File: src/rtl/alu_pkg.sv
// Shared definitions for the ALU and its issue queue: ALUControl codes,
// command layout and default sizes.
package alu_pkg;

  localparam int DEPTH_DEF = 4;
  localparam int WIDTH_DEF = 32;
  localparam int TAG_W_DEF = 4;

  localparam logic [2:0] ALU_AND  = 3'b000;
  localparam logic [2:0] ALU_OR   = 3'b001;
  localparam logic [2:0] ALU_ADD  = 3'b010;
  localparam logic [2:0] ALU_ANDN = 3'b100;
  localparam logic [2:0] ALU_ORN  = 3'b101;
  localparam logic [2:0] ALU_SUB  = 3'b110;
  localparam logic [2:0] ALU_SLT  = 3'b111;

  typedef struct packed {
    logic [2:0]           ctrl;
    logic [WIDTH_DEF-1:0] a;
    logic [WIDTH_DEF-1:0] b;
    logic [TAG_W_DEF-1:0] tag;
  } alu_cmd_t;

endpackage

File: src/rtl/sync_fifo.sv
// Synchronous FIFO with occupancy count. The read port is combinational and
// reads zero while empty. Push is ignored when full, pop when empty.
module sync_fifo #(
  parameter int W     = 8,
  parameter int DEPTH = 4,
  localparam int AW   = $clog2(DEPTH),
  localparam int CW   = $clog2(DEPTH) + 1
) (
  input  logic          clk,
  input  logic          rst_n,
  input  logic          push,
  input  logic [W-1:0]  wdata,
  input  logic          pop,
  output logic [W-1:0]  rdata,
  output logic          full,
  output logic          empty,
  output logic [CW-1:0] count
);

  logic [W-1:0]  mem [DEPTH];
  logic [AW-1:0] wr_ptr;
  logic [AW-1:0] rd_ptr;
  logic          do_push;
  logic          do_pop;

  assign full    = (count == CW'(DEPTH));
  assign empty   = (count == '0);
  assign do_push = push && !full;
  assign do_pop  = pop && !empty;
  assign rdata   = empty ? '0 : mem[rd_ptr];

  always_ff @(posedge clk) begin
    if (do_push) mem[wr_ptr] <= wdata;
  end

  // DEPTH is a power of two, so pointers wrap by natural overflow.
  always_ff @(posedge clk or negedge rst_n) begin
    if (!rst_n) begin
      wr_ptr <= '0;
      rd_ptr <= '0;
      count  <= '0;
    end else begin
      if (do_push) wr_ptr <= wr_ptr + 1'b1;
      if (do_pop)  rd_ptr <= rd_ptr + 1'b1;
      case ({do_push, do_pop})
        2'b10:   count <= count + 1'b1;
        2'b01:   count <= count - 1'b1;
        default: count <= count;
      endcase
    end
  end

endmodule

File: src/rtl/alu_issue_queue.sv
// Issue queue in front of the combinational ALU: buffers tagged commands,
// feeds the head to the ALU and registers the result for a downstream consumer.
module alu_issue_queue
  import alu_pkg::*;
#(
  parameter int DEPTH = DEPTH_DEF,
  parameter int WIDTH = WIDTH_DEF,
  parameter int TAG_W = TAG_W_DEF
) (
  input  logic                     clk,
  input  logic                     rst_n,
  input  logic                     in_valid,
  output logic                     in_ready,
  input  logic [2:0]               in_ctrl,
  input  logic [WIDTH-1:0]         in_a,
  input  logic [WIDTH-1:0]         in_b,
  output logic [WIDTH-1:0]         alu_a,
  output logic [WIDTH-1:0]         alu_b,
  output logic [2:0]               alu_ctrl,
  input  logic [WIDTH-1:0]         alu_z,
  output logic                     res_valid,
  input  logic                     res_ready,
  output logic [WIDTH-1:0]         res_z,
  output logic                     res_zero,
  output logic [TAG_W-1:0]         res_tag,
  output logic [$clog2(DEPTH):0]   count
);

  localparam int EW = 3 + 2 * WIDTH + TAG_W;

  typedef struct packed {
    logic [2:0]       ctrl;
    logic [WIDTH-1:0] a;
    logic [WIDTH-1:0] b;
    logic [TAG_W-1:0] tag;
  } entry_t;

  entry_t           wr_entry;
  entry_t           head;
  logic             full;
  logic             empty;
  logic             push;
  logic             pop;
  logic [TAG_W-1:0] tag_cnt;

  // Handshakes: a transfer happens on a rising edge where valid && ready.
  // in_ready depends only on occupancy (no same-cycle pop bypass); the
  // producer must hold its command until accepted. res_valid stays high and
  // res_* stay stable until the consumer takes them with res_ready.
  assign in_ready = !full;
  assign push     = in_valid && in_ready;
  assign pop      = !empty && (!res_valid || res_ready);

  assign wr_entry = '{ctrl: in_ctrl, a: in_a, b: in_b, tag: tag_cnt};

  sync_fifo #(
    .W     (EW),
    .DEPTH (DEPTH)
  ) u_fifo (
    .clk   (clk),
    .rst_n (rst_n),
    .push  (push),
    .wdata (wr_entry),
    .pop   (pop),
    .rdata (head),
    .full  (full),
    .empty (empty),
    .count (count)
  );

  assign alu_a    = head.a;
  assign alu_b    = head.b;
  assign alu_ctrl = head.ctrl;

  always_ff @(posedge clk or negedge rst_n) begin
    if (!rst_n) begin
      tag_cnt <= '0;
    end else if (push) begin
      tag_cnt <= tag_cnt + 1'b1;
    end
  end

  always_ff @(posedge clk or negedge rst_n) begin
    if (!rst_n) begin
      res_valid <= 1'b0;
      res_z     <= '0;
      res_zero  <= 1'b0;
      res_tag   <= '0;
    end else if (pop) begin
      res_valid <= 1'b1;
      res_z     <= alu_z;
      res_zero  <= (alu_z == '0);
      res_tag   <= head.tag;
    end else if (res_valid && res_ready) begin
      res_valid <= 1'b0;
    end
  end

endmodule
File: config.mk
export PLATFORM = sky130hd
export DESIGN_NAME = alu_issue_queue
export DESIGN_NICKNAME = d
export VERILOG_FILES = /design/src/rtl/alu_pkg.sv /design/src/rtl/sync_fifo.sv /design/src/rtl/alu_issue_queue.sv
export SDC_FILE = /design/constraint.sdc
export NUM_CORES = 1
export LEC_CHECK = 0
export CORE_MARGIN = 4
export CORE_UTILIZATION = 44
export CTS_CLUSTER_SIZE = 14
export DETAILED_ROUTE_END_ITERATION = 8
export GPL_TIMING_DRIVEN = 1
export PLACE_DENSITY = 0.71
export SYNTH_ARGS = -nofsm -noshare
export SYNTH_HDL_FRONTEND = slang
export SYNTH_SLANG_ARGS = --single-unit
File: constraint.sdc
create_clock -name clk -period 3.8 [get_ports clk]
set_input_delay 0.95 -clock clk [delete_from_list [all_inputs] [get_ports clk]]
set_output_delay 0.95 -clock clk [all_outputs]
set_load 0.01 [all_outputs]
==> results.toml <==
[critical_path]
r2r_setup_slack_ns = 1.45
crit_required_ns = 2.85
arrival_ns = 2.49
crit_path_end_kind = "output port"
cp_max_fo = 37
start_kind = "register"
critical_path_class = "register to output port"

[yosys]
synth_top_area_share_pct = 64.1
syn_inst = 655
synth_edf_count = 284
synth_nets = 765
synthTopCellsByArea = "edfxtp_1 64%, mux4_2 12%, dfrtp_1 9.2%"
synth_top_area_cell = "edfxtp_1"
synth-seq-cells = 333
ys_seq_area_share_pct = 73.3
synth_area_per_cell_um2 = 20.3
synth_common_cells = "284 x edfxtp_1, 71 x mux4_2, 69 x buf_4"
synth_cell_types = 30
async_reset_ff_share_pct = 14.7
netlist_area_um2 = 13300
yosysMostFrequentCell = "edfxtp_1"
ys_warn_count = 0
synthFlopType = "edfxtp_1"

[sta]
fin_crit_sh_pct = 90.5
worst_slew_pin_slew_ns = 0.834
setup_viol = 0
final.setup.worst_slack_ns = 0.362
timing.slew.headroom_pct = 44.4
hold_viol = 0
worst_clock_skew_ns = 0.0114
drv_slew = 0
rsz0062_at_grt = "no"
fmax_ghz = 0.291
setup_tns_ns = 0
finalCriticalPeriod_ns = 3.44

[floorplanning]
start_util_pct = 44.8
dieArea_um2 = 33100
core_area_um2 = 29700
dieWidth_um = 182
rows = 63
fp.dieH_um = 182
io_pins = 212

[route]
firstDrtPassIters = 4
vias_per_cell = 5.03
routed.top_layer = "met5"
route.met3.wl_mm = 1.45
route.vias.total = 6235
drt-total-wl_mm = 25.4
drtAntennaViolNets = 0
dr.first_iter.drc_count = 287
m1WireLength_mm = 10.4
wl_met2_mm = 13.0
wl_per_cell_um = 20.5
drc = 0

[clocking]
cts_tree = "done"
clockBufferDepth = 3
cts_root_buffer = "clkbuf_16"
htreeDepth = 2
insertion_delay_ns = 0.50
postCtsHoldBufs = 0
post_cts_buffers = 0
clkTransAtPathRegs_ns = 0.06
cts_buffers = 35
cts.sinks = 333
ctsResizeCount = 0

[placement]
gp_congestion = 0.757
portBuffers = 211
pre_cts_slack_ns = 0.835
dpl.hpwl_mm = 16.1

[outcome]
status = "finished, final reports clean"

[global_routing]
grt_max_degree = 49
antenna_found_initial = 4
grt_pass1_vias = 6896
grt_pass1_wl_mm = 39.5
gr-usage-all-layers_pct = 15.3
grt.overflow.total = 0

[power_and_ir_drop]
peakVddDrop_mv = 0.520
p_leak_nw = 5.61
power_density_nw_per_um2 = 809
power.total_w = 0.0134

[final_layout]
syn_to_final_growth_pct = 24.5
final_util_pct = 55.7
final_nets = 936
drive_above_1_share_pct = 21.5
diodes = 0

[hold_path]
hold_path_class = "register to register"

[flow_run]
timing.max_cap.violations = 0
## sequential cells by signal, summed over array words and instances (netlist names)
| register | cells |
|---|---|
| u_fifo.count | 3 |
| u_fifo.mem | 284 |
| u_fifo.rd_ptr | 2 |
| res_z | 32 |
| res_tag | 4 |
| res_valid | 1 |
| res_zero | 1 |
| tag_cnt | 4 |
| u_fifo.wr_ptr | 2 |
## per-stage QoR
stage               std cells  hold slack, ns  area [um2]
floorplan                 655           0.489       13300
global placement         1179           0.488       15500
detailed placement       1179           0.492       15500
CTS                      1240           0.505       16600
global route             1240           0.511       16600
finish                   1240           0.503       16600
## cell type report
cell class / count / area (um2)
fill: 2315 / 13200
sequential: 333 / 9760
multi-input combinational: 220 / 2860
timing repair buffer: 230 / 2350
clock buffer: 50 / 985
tap: 390 / 488
clock inverter: 11 / 97.6
inverter: 6 / 22.5
## routing by layer
| layer | vias to the layer above | GRT usage (%) |
|---|---|---|
| met5 | - | 0 |
| met4 | 6 | 4.29 |
| met3 | 46 | 3.67 |
| met2 | 163 | 26.2 |
| met1 | 3183 | 19.6 |
| li1 | 2837 | - |
## kinds of logic after synthesis
kind of cell,count (synthesis),share of synthesized area [%]
and+or+nand+nor,92,4.41
buffers and inverters,102,5.31
adders and majority gates,7,0.715
muxes,110,15.5
DFF,333,73.3
xor gates and xnor gates,9,0.593
AOI/OAI and AO/OA,2,0.132
## worst paths after layout
check,start,to,cells after the start
worst max-delay path,u_fifo.rd_ptr[0],alu_b[28],4
worst min-delay path,res_z[0],res_z[0],1
worst max register to register,u_fifo.count[0],u_fifo.count[2],8
worst min register to register,res_z[0],res_z[0],1
max in group asynchronous,rst_n,res_z[31],2
min in group asynchronous,rst_n,res_z[15],1
## critical path, stage by stage (launching register included)
cell and delay [ns]:
dfrtp_4 0.45, buf_12 0.29, mux4_2 0.56, and2_1 0.19
clkdlybuf4s50_1 0.48
## where the power goes
part	total [W]	internal, W	switching, W
sequential	0.00525	0.00492	0.000328
clock	0.00320	0.00193	0.00127
combinational	0.00496	0.00283	0.00213
## cells in the final DEF, fill, tap and decap left out
master           count
xor2_1               2
fa_1                 1
nor4_1               8
mux4_2              71
nand3_1              3
edfxtp_1           284
nand2b_1             1
xnor2_1              7
nand4_1              2
clkinv_2             3
and2_1              67
inv_1                6
or2b_1               1
and3_1               1
bufinv_16            2
buf_12               8
buf_4               11
o31ai_1              1
mux2_2              31
nor2_1               1
a21bo_2              1
dfrtp_1             47
nand2_2              1
clkbuf_8             1
clkinv_1             6
clkbuf_1            12
clkdlybuf4s50_1    210
clkbuf_16           37
mux2i_1              1
ha_1                 6
buf_2                1
or3b_2               1
dfrtp_4              2
nand2_8              1
and3_4               4
mux2_4               7
or3_2                1
No activity file was read; power rests on OpenSTA's default activity.
